[src/rtl/mux_sel_arbiter.sv]
// Round-robin select generator for a 4:1 mux with programmable dwell per grant.
// Define MUX_SEL_FIXED_PRIO_EN for fixed priority (channel 0 highest).
module mux_sel_arbiter #(
    parameter int DWELL_W = 4
) (
    input  logic               clk,
    input  logic               rst_n,
    input  logic               en,
    input  logic [3:0]         req,
    input  logic [DWELL_W-1:0] dwell,
    output logic               s0,
    output logic               s1,
    output logic [3:0]         grant,
    output logic               grant_valid,
    output logic               grant_done
);

    typedef enum logic {IDLE, HOLD} state_t;

    state_t             r_state;
    logic [1:0]         r_chan;
    logic [1:0]         r_sel;
    logic [3:0]         r_grant;
    logic               r_valid;
    logic               r_done;
    logic [DWELL_W-1:0] r_len;
    logic [DWELL_W-1:0] r_cnt;

    logic               w_end;
    logic               w_issue;
    logic [1:0]         w_pick;
    logic [DWELL_W-1:0] w_len;

`ifdef MUX_SEL_FIXED_PRIO_EN
    function automatic logic [1:0] f_pick(input logic [3:0] r);
        logic [1:0] sel;
        sel = 2'd0;
        for (int i = 3; i >= 0; i--) begin
            if (r[i]) sel = 2'(i);
        end
        return sel;
    endfunction
`else
    logic [1:0] r_ptr;

    // Search starts just after the last winner, so the previous owner is checked last.
    function automatic logic [1:0] f_pick(input logic [3:0] r, input logic [1:0] p);
        logic [1:0] sel;
        logic [1:0] idx;
        logic       hit;
        sel = p;
        hit = 1'b0;
        for (int i = 1; i <= 4; i++) begin
            idx = p + 2'(i);
            if (!hit && r[idx]) begin
                hit = 1'b1;
                sel = idx;
            end
        end
        return sel;
    endfunction
`endif

    always_comb begin
        w_end   = (r_state == HOLD) &&
                  ((r_cnt == r_len - DWELL_W'(1)) || !req[r_chan]);
        w_issue = en && (|req) && ((r_state == IDLE) || w_end);
        w_len   = (dwell == '0) ? DWELL_W'(1) : dwell;
`ifdef MUX_SEL_FIXED_PRIO_EN
        w_pick  = f_pick(req);
`else
        w_pick  = f_pick(req, r_ptr);
`endif
    end

    always_ff @(posedge clk or negedge rst_n) begin
        if (!rst_n) begin
            r_state <= IDLE;
            r_chan  <= 2'd0;
            r_sel   <= 2'd0;
            r_grant <= 4'd0;
            r_valid <= 1'b0;
            r_done  <= 1'b0;
            r_len   <= DWELL_W'(1);
            r_cnt   <= '0;
`ifndef MUX_SEL_FIXED_PRIO_EN
            r_ptr   <= 2'd3;
`endif
        end else begin
            r_done <= w_end;
            if (w_issue) begin
                r_state <= HOLD;
                r_chan  <= w_pick;
                r_sel   <= w_pick;
                r_grant <= 4'b0001 << w_pick;
                r_valid <= 1'b1;
                r_len   <= w_len;
                r_cnt   <= '0;
`ifndef MUX_SEL_FIXED_PRIO_EN
                r_ptr   <= w_pick;
`endif
            end else if (w_end) begin
                // Select lines hold their last value so the mux output stays put.
                r_state <= IDLE;
                r_grant <= 4'd0;
                r_valid <= 1'b0;
                r_cnt   <= '0;
            end else if (r_state == HOLD) begin
                r_cnt <= r_cnt + DWELL_W'(1);
            end
        end
    end

    assign s0          = r_sel[0];
    assign s1          = r_sel[1];
    assign grant       = r_grant;
    assign grant_valid = r_valid;
    assign grant_done  = r_done;

endmodule

[config.mk]
export PLATFORM = sky130hd
export DESIGN_NAME = mux_sel_arbiter
export DESIGN_NICKNAME = d
export VERILOG_FILES = /design/src/rtl/mux_sel_arbiter.sv
export SDC_FILE = /design/constraint.sdc
export NUM_CORES = 1
export LEC_CHECK = 0
export CAP_MARGIN = 20
export CORE_UTILIZATION = 51
export DETAILED_ROUTE_END_ITERATION = 16
export PLACE_DENSITY = 0.78
export SLEW_MARGIN = 10
export SYNTH_ARGS = -nofsm -noshare
export SYNTH_HDL_FRONTEND = slang
export SYNTH_SLANG_ARGS = --single-unit
export TNS_END_PERCENT = 10
[constraint.sdc]
create_clock -name clk -period 2.8 [get_ports clk]
set_input_delay 0.28 -clock clk [delete_from_list [all_inputs] [get_ports clk]]
set_output_delay 0.28 -clock clk [all_outputs]
set_load 0.03 [all_outputs]
==> results of run 1 <==
-- per-stage QoR --
| step | total power (W) | setup slack, ns | cells | hold slack (ns) |
|---|---|---|---|---|
| 2_1_floorplan | 0.00111 | 0.824 | 94 | -0.0156 |
| 3_3_place_gp | 0.00131 | 0.381 | 138 | 0.510 |
| 3_5_place_dp | 0.00133 | 0.313 | 138 | 0.505 |
| 4_1_cts | 0.00147 | 0.538 | 142 | 0.486 |
| 5_1_grt | 0.00157 | 0.433 | 142 | 0.516 |
| 6_report | 0.00146 | 0.547 | 142 | 0.455 |
-- path summary, 6_finish.rpt --
| check | to | slack (ns) | depth (start not counted) |
|---|---|---|---|
| setup / recovery | r_len[3] | 0.55 | 6 |
| hold / removal | r_sel[0] | 0.45 | 1 |
| setup reg to reg | r_len[3] | 0.55 | 6 |
| hold reg to reg | grant[2] | 0.52 | 2 |
| max in group asynchronous | grant_done | 1.85 | 1 |
| min in group clk | grant[2] | 0.52 | 2 |
-- power by group --
group,switching [W],internal [W]
clock,0.0000745,0.0000552
sequential,0.000106,0.000388
combinational,0.000427,0.000407
total,0.000608,0.000850
-- critical path: stages, from the launching register on --
cell and delay (ns):
dfstp_2 0.56, inv_1 0.06, ha_1 0.31, xor2_1 0.19
and3_4 0.22, a31o_1 0.46, mux2_4 0.34
-- logic make-up (layout without fill, tap and decap cells) --
family | Yosys count | in the layout
simple gates | 23 | 23
fa+ha+maj | 2 | 2
flops | 18 | 18
compound gates | 23 | 23
buf+inv | 11 | 32
xor+xnor | 6 | 6
mux | 11 | 11
-- Yosys cell counts (all sizes together) (3+ instances only) --
library cell	count	area share
nand2	8	0.028
nor3	3	0.014
xor2	3	0.025
a21oi	3	0.018
o32ai	4	0.033
o211ai	3	0.021
dfrtp	15	0.35
o21ai	4	0.019
nor2b	3	0.018
dfstp	3	0.074
nor2	3	0.011
mux2	8	0.11
inv	10	0.035
-- sequential cells by signal, indices dropped and copies added, names as in the netlist --
name	flops
r_sel	2
grant	4
r_len	4
r_cnt	4
grant_valid	1
r_ptr	2
grant_done	1
-- layout by cell type (no fill, tap or decap), types with 2 or more instances in the layout --
cell / instances
clkdlybuf4s50_1: 18
dfrtp_1: 15
inv_1: 9
nand2_1: 8
mux2_4: 7
o32ai_1: 4
nor3_1: 3
xor2_1: 3
nor2_1: 3
nor2b_1: 3
o211ai_1: 3
clkbuf_4: 3
dfstp_2: 3
xnor2_1: 2
a21oi_1: 2
o21ai_0: 2
o31ai_1: 2
mux2i_1: 2
nand3_1: 2
o21ai_1: 2
ha_1: 2
-- area by class of cell --
| type | instances | area (um2) | area share |
|---|---|---|---|
| clock buffers | 4 | 26.3 | 0.0204 |
| repair buffers | 18 | 180 | 0.140 |
| flip-flops and latches | 18 | 454 | 0.353 |
| well taps | 27 | 33.8 | 0.0262 |
| inverters | 10 | 37.5 | 0.0292 |
| multi-input cells | 65 | 556 | 0.431 |
-- routing by layer --
metal  routed length, um  share of wire
met5                   0              0
met4                  11         0.0055
met3                  91          0.045
met2                1000           0.50
met1                 895           0.45
==> run summary, run 1 <==
vias in the first global route: 774
busiest grt layer: met2
detailed-route wire length: 2.00 mm
Slew Limit Fails: 0
EDFF count, synth: 0
met2 usage: 0.362
CP Class: reg -> reg
static leakage: 0.548 nW
status: finished clean
met3 Use GR: 0.0340
clk sinks: 18
I/O pins: 19
die area: 0.00226 mm2
Worst Path Arrival: 2.43 ns
Post-Syn Instances: 94
crit-path max FO: 8
Area growth syn-to-layout: 21.6%
routability cong.: 0.867
Final Hold Fails: 0
post-route antenna net violation count: 0
Layout Utilization: 0.656
HP Class: in -> async
combinational family with the most area after synthesis: compound AO/OA/AOI/OAI gates
VDD IR max: 0.567 mV
CP Launch Point: r_len[0]
post-cts resize count: 0
Post-CTS Setup Inserts: 0
Post-Layout Inst Area: 0.00129 mm2
placed instance area: 0.00126 mm2
RSZ-0062 raised after global routing: false
top_reg_cell synth: dfrtp_1
die width: 47.6 um
Skew-Pair Late Insertion Delay: 0.28 ns
CTS tree: yes
largest net degree at the start of global routing: 19
yosys warns: 0
Syn Area/Cell: 11.3 um2
DR vias: 795
CTS buffer count: 3
mapped cell area: 0.00106 mm2
core area: 0.00196 mm2
CP Capture Type: flip-flop
max-cap viol count: 0
adder-cell share of the synthesized area: 0.0236
post-synthesis mux area share: 0.150
worst clock skew: 0.000877 ns
launching point of the worst reg2reg path: r_len[0]
Die Ht: 47.6 um
Final #Nets: 129
CTS Root Cell: clkbuf_4
Synth Area in Simple Gates: 0.111
Critical Path RT: 2.97 ns
clock-pin transition on the worst setup and hold timing paths: 0.10 ns
Least-Margin Pin Slew: 0.802 ns
Clock H-tree levels: 1
Pwr Density: 1130 mW/mm2
Longest Clk Path Bufs: 2
sequential share of the synthesized area: 0.429
HPWL Detailed: 1.56 mm
row count: 16
Final period util: 0.805
fmax: 0.444 GHz
ANT cells: 0
Via density: 5.60
DRT Pass-1 Iters: 4
Startpoint Class: flip-flop
Post-CTS Hold Buffers: 0
post-synthesis xor/xnor area fraction: 0.0626
Initial Utilization: 0.540
setup TNS: 0 ns
fraction of registers with async set/reset: 1.00
initial antenna violation count: 0
Post-route DRC: 0
fraction of layout cells with a size suffix above 1: 0.165
met1 Use GR: 0.253
WL/cell: 14.1 um
1st-iter DRT viols: 15
Yosys reg bits: 18
Synth cell types: 36
final setup fails: 0
post-synthesis compound-gate area fraction: 0.177
remaining global-route overflow: 0
Tmin final: 2.25 ns
Mapped Nets: 107
Port-buffer cells: 18
Total GRT Usage: 0.199
first-pass GRT wire length: 3.19 mm
slew margin rel.: 0.464
Fillers: 168
Note: power is estimated with default switching activity, not from simulation.
==> run 2: changes to the inputs <==
CORE_UTILIZATION = 46   (was 51)
PLACE_DENSITY = 0.74   (was 0.78)
clock period = 1.8 ns   (was 2.8 ns; I/O delays follow)
==> run 2 against run 1 <==
  * The flow now finishes with violations (setup timing)
  * Register-to-register slack worse by 0.67 ns
  * Flip-flop and latch count stayed put
  * First-iteration DRC count is 47% lower
  * Clock power is 94% higher
  * Clock skew hardly changed
  * Final cell count is 14% higher
  * Critical path type unchanged
  * Critical endpoint is now r_sel[1]
  * Highest routed layer unchanged
==> run summary, run 2 (same netlist as run 1, synthesis figures left out) <==
Final period util: 1.07 (+0.266)
Least-Margin Pin Slew: 0.617 ns (-0.185 ns)
Pwr Density: 1800 mW/mm2 (+59%)
1st-iter DRT viols: 8 (-7)
Worst Path Arrival: 2.12 ns (-0.31 ns)
Internal: 0.00162 W (+91%)
R2R cell count: 7 (+1)
crit-path max FO: 4 (-4)
CP Capture Type: flip-flop
CTS tree: yes
Critical Path RT: 1.99 ns (-0.98 ns)
Port-buffer cells: 18 (unchanged)
I/O pins: 19 (unchanged)
clock-pin transition on the worst setup and hold timing paths: 0.10 ns (about the same)
CP Launch Point: r_len[0]
fraction of layout cells with a size suffix above 1: 0.351 (+0.186)
die width: 50.0 um (+5.1%)
most frequent cells in the layout: clkdlybuf4s50_1 (18), buf_4 (17), dfrtp_1 (14)
final setup fails: 13 (+13)
placed instance area: 0.00140 mm2 (+11%)
Tmin final: 1.93 ns (-0.326 ns)
status: finished, violations left
row count: 17 (+1)
Layout Utilization: 0.684 (+0.0279)
Final #Nets: 148 (+15%)
largest net degree at the start of global routing: 19 (unchanged)
Hold WS: 0.209 ns (-0.246 ns)
DR vias: 865 (+8.8%)
clk sinks: 18 (unchanged)
pre-CTS setup slack: -0.290 ns (-0.603 ns)
violated checks: setup timing
RSZ-0062 raised after global routing: true
setup slack, reg-to-reg: -0.13 ns (-0.67 ns)
Startpoint Class: flip-flop
Final Hold Fails: 0 (unchanged)
Post-Layout Inst Area: 0.00150 mm2 (+16%)
Slew Limit Fails: 0 (unchanged)
CTS Root Cell: clkbuf_4
Area growth syn-to-layout: 41.6%
die area: 0.00250 mm2 (+10%)
initial antenna violation count: 0 (unchanged)
launching point of the worst reg2reg path: r_len[0]
Setup crit end: r_sel[1]
fmax: 0.519 GHz (+17%)
Combinational Power Share: 0.618 (+0.046)
static leakage: 0.658 nW (+20%)
DRT Pass-1 Iters: 4 (unchanged)
slew margin rel.: 0.585 (+0.122)
VDD IR max: 0.982 mV (+73%)
max-cap viol count: 0 (unchanged)
NetSw: 0.00107 W (+76%)
first-pass GRT wire length: 3.65 mm (+15%)
Sw Ratio: 0.398 (-0.0189)
Longest Clk Path Bufs: 2 (unchanged)
post-route antenna net violation count: 0 (unchanged)
routability cong.: 0.852 (-1.8%)
detailed-route wire length: 2.25 mm (+12%)
sequential share of power: 0.288 (-0.051)
core area: 0.00219 mm2 (+12%)
commonest non-fill, non-tap cell in the layout: clkdlybuf4s50_1
worst clock skew: 0.00135 ns (+0.000468 ns)
Skew-Pair Late Insertion Delay: 0.30 ns (+0.02 ns)
CP Class: reg -> reg
Via density: 5.34 (-4.6%)
Design Power: 0.00269 W (+85%)
Clock power frac: 0.093 (+0.004)
worst setup margin: -0.127 ns (-0.674 ns)
WL/cell: 13.9 um (-1.5%)
Post-route DRC: 0 (unchanged)
Worst R2R End: r_sel[1]
Die Ht: 50.0 um (+5.1%)
HP Class: in -> async
remaining global-route overflow: 0 (unchanged)
Initial Utilization: 0.483 (-0.0564)
Total GRT Usage: 0.195 (-0.00420)
Clock H-tree levels: 1 (unchanged)
ANT cells: 0 (unchanged)
CTS buffer count: 3 (unchanged)
vias in the first global route: 888 (+15%)
HPWL Detailed: 1.67 mm (+7.0%)
## run 2: cell types whose count changed in the layout (fill, tap and decap cells not counted), sizes merged
cell	previous run	this run
buf	0	19
## run 2: worst min-delay path by stage
stage                         from        to  slack, ns
after floorplan              rst_n  grant[0]      -0.12
after global placement    grant[2]  grant[2]       0.51
after CTS                    rst_n  r_cnt[2]       0.22
final                        rst_n  r_sel[1]       0.21
after global routing         rst_n  r_sel[1]       0.23
after detailed placement  grant[2]  grant[2]       0.53
## run 2: area by class of cell
cell class	instances	area, um2
well taps	28	35.0
fillers	171	692
clock buffers	4	36.3
inverters	10	37.5
multi-input cells	65	604
repair buffers	37	330
flip-flops and latches	18	455
## run 2: critical path: stages (launching register included)
cell     delay [ns]
dfstp_2        0.55
inv_2          0.05
ha_4           0.21
xor2_2         0.17
and3_4         0.19
a31o_4         0.24
buf_6          0.13
mux2_4         0.29
## run 2: through the flow
step	cells	TNS, ns
floorplan	94	-0.614
global placement	156	-2.95
detailed placement	156	-3.24
CTS	160	-0.901
global route	162	-1.89
finish	162	-0.929
## run 2: power by group through the flow
stage / registers, W / clock network (W) / logic (W)
5_1_grt: 0.000806 / 0.000267 / 0.00178
2_1_floorplan: 0.000902 / 0 / 0.000856
6_report: 0.000777 / 0.000252 / 0.00166
4_1_cts: 0.000779 / 0.000252 / 0.00155
3_5_place_dp: 0.000781 / 0 / 0.00151
3_3_place_gp: 0.000773 / 0 / 0.00147
## run 2: layer usage
layer / GRT usage / vias up / share of wire
li1: - / 426 / -
met1: 0.229 / 411 / 0.43
met2: 0.356 / 23 / 0.52
met3: 0.0185 / 5 / 0.035
met4: 0.0857 / 0 / 0.023
met5: 0 / - / 0
## run 2: timing repair
action	in CTS	in global routing
buffers inserted	0	2
hold buffers	0	0
gates resized for setup	2	5
setup endpoints to repair	12	15
pin swaps	0	2
==> run 3: changes to the inputs <==
CORE_MARGIN = 2   (was default)
GPL_TIMING_DRIVEN = 1   (was default)
SLEW_MARGIN = default   (was 10)
==> run 3 against run 2 <==
  * Combinational power is essentially flat
  * Critical path depth unchanged
  * Cell area down 0.50%
  * Worst setup slack got worse by 0.0050 ns
  * Sequential power shrank 0.5%
  * Critical endpoint unchanged
  * The flow still finishes with violations (setup timing)
  * Clock power about the same
  * Utilization fell by 0.34 points
  * Highest routed layer unchanged
  * Sequential share of layout area is 0.15 points higher
==> run summary, run 3 (same netlist as run 1, synthesis figures left out) <==
Clock H-tree levels: 1 (unchanged)
Total GRT Usage: 0.197 (+0.00217)
pre-CTS setup slack: -0.313 ns (-0.0236 ns)
placed instance area: 0.00140 mm2 (-0.53%)
first-pass GRT wire length: 3.89 mm (+6.6%)
Worst path max stage delay: 0.56 ns (about the same)
row count: 17 (unchanged)
Pwr Density: 1810 mW/mm2 (+0.68%)
static leakage: 0.651 nW (-1.1%)
CTS tree: yes
I/O pins: 19 (unchanged)
DR vias: 855 (-1.2%)
Tmin final: 1.93 ns (+0.00498 ns)
Critical Path RT: 1.99 ns (about the same)
status: finished, violations left
most frequent cells in the layout: clkdlybuf4s50_1 (18), buf_4 (15), dfrtp_1 (14)
largest net degree at the start of global routing: 12 (-7)
Via density: 5.34 (about the same)
Worst Path Arrival: 2.12 ns (about the same)
clock-pin transition on the worst setup and hold timing paths: 0.11 ns (about the same)
Startpoint Class: flip-flop
Initial Utilization: 0.483 (unchanged)
die area: 0.00270 mm2 (+8.2%)
ANT cells: 0 (unchanged)
violated checks: setup timing
FF/Latch Area: 455 um2 (unchanged)
core area: 0.00219 mm2 (unchanged)
final setup fails: 11 (-2)
remaining global-route overflow: 0 (unchanged)
CP Capture Type: flip-flop
met3 WL post-DR: 87 um (+12%)
worst clock skew: 0.00179 ns (+0.000447 ns)
post-route antenna net violation count: 0 (unchanged)
Skew-Pair Late Insertion Delay: 0.29 ns (about the same)
wire length on met2: 1.20 mm (+2.8%)
CP Class: reg -> reg
commonest non-fill, non-tap cell in the layout: clkdlybuf4s50_1
Area growth syn-to-layout: 40.9%
die width: 52.0 um (+4.0%)
CP cell instances: inv_2 -> ha_4 -> xor2_2 -> and3_4 -> a31o_4 -> buf_6 -> mux2_4
multi-input logic area: 612 um2 (+1.2%)
Post-CTS Hold Buffers: 0 (unchanged)
vias in the first global route: 919 (+3.5%)
Slew Limit Fails: 0 (unchanged)
CTS buffer count: 3 (unchanged)
slew margin rel.: 0.607 (+0.0216)
worst setup margin: -0.132 ns (-0.00498 ns)
VDD IR max: 1.08 mV (+10%)
Post-route DRC: 0 (unchanged)
Least-Margin Pin Slew: 0.585 ns (-0.0321 ns)
fmax: 0.518 GHz (-0.26%)
Longest Clk Path Bufs: 2 (unchanged)
RSZ-0062 raised after global routing: true
Hold WS: 0.214 ns (+0.00484 ns)
routed length on met1: 1.02 mm (+7.0%)
Port-buffer cells: 18 (unchanged)
Final period util: 1.07 (+0.00277)
HPWL Detailed: 1.77 mm (+6.2%)
Top Layer Used: met4
Fillers: 175 (+2.3%)
detailed-route wire length: 2.33 mm (+3.6%)
clk sinks: 18 (unchanged)
slowest stage cell, crit path: dfstp_2
CTS Root Cell: clkbuf_4
Final #Nets: 146 (-1.4%)
Final Hold Fails: 0 (unchanged)
Post-Layout Inst Area: 0.00149 mm2 (-0.50%)
CP bufs+invs: 2 (unchanged)
WL/cell: 14.6 um (+4.9%)
initial antenna violation count: 0 (unchanged)
Die Ht: 52.0 um (+4.0%)
1st-iter DRT viols: 18 (+10)
HP Class: in -> async
crit-path max FO: 4 (unchanged)
max-cap viol count: 0 (unchanged)
routability cong.: 0.820 (-3.7%)
fraction of layout cells with a size suffix above 1: 0.348 (-0.00226)
CP top delay family: flip-flops
DRT Pass-1 Iters: 4 (unchanged)
## run 3: cell count changes in the layout (fill, tap and decap cells not counted)
cell and delta:
o32ai_2 +1, buf_4 -2, o32ai_1 -1
## run 3: what timing repair did
| item | in CTS | in global routing |
|---|---|---|
| endpoints found under the hold margin | 0 | 0 |
| cloned | 0 | 0 |
| setup endpoints to repair | 13 | 17 |
| pin swaps | 0 | 4 |
| resized for setup | 2 | 6 |
| buffers inserted | 0 | 1 |
## run 3: layout make-up
class	instances	area share
clock buffer	4	0.0243
inverter	10	0.0252
multi-input combinational	65	0.410
sequential	18	0.305
timing repair buffer	35	0.211
tap	28	0.0235
## run 3: worst paths after layout
kind                            startpoint  cells past startpoint        to  slack [ns]
worst min-delay path                 rst_n                      1  r_cnt[0]        0.21
max in group asynchronous            rst_n                      2  r_sel[1]        1.08
min in group clk                  dwell[0]                      3  r_len[0]        0.45
worst max-delay path              r_len[0]                      7  r_sel[1]       -0.13
worst min register to register    grant[3]                      2  grant[3]        0.53
worst max register to register    r_len[0]                      7  r_sel[1]       -0.13
## run 3: routing by layer
layer,vias up,track usage
li1,421,-
met1,410,0.229
met2,20,0.367
met3,4,0.0259
met4,0,0.0658
met5,-,0
## run 3: through the flow
step | total power [W] | utilization | TNS, ns | cells
global placement | 0.00224 | 0.637 | -2.96 | 155
finish | 0.00270 | 0.681 | -0.948 | 160
detailed placement | 0.00229 | 0.637 | -3.62 | 155
CTS | 0.00259 | 0.660 | -1.30 | 159
floorplan | 0.00176 | - | -0.614 | 94
global route | 0.00288 | 0.681 | -1.83 | 160
## run 3: report_power, final
| group | leakage, nW | internal [W] | switching [W] | total [W] |
|---|---|---|---|---|
| registers | 0.220 | 0.000606 | 0.000168 | 0.000773 |
| clock network | 0.0210 | 0.000123 | 0.000129 | 0.000252 |
| logic | 0.409 | 0.000887 | 0.000787 | 0.00167 |
| total | 0.651 | 0.00162 | 0.00108 | 0.00270 |
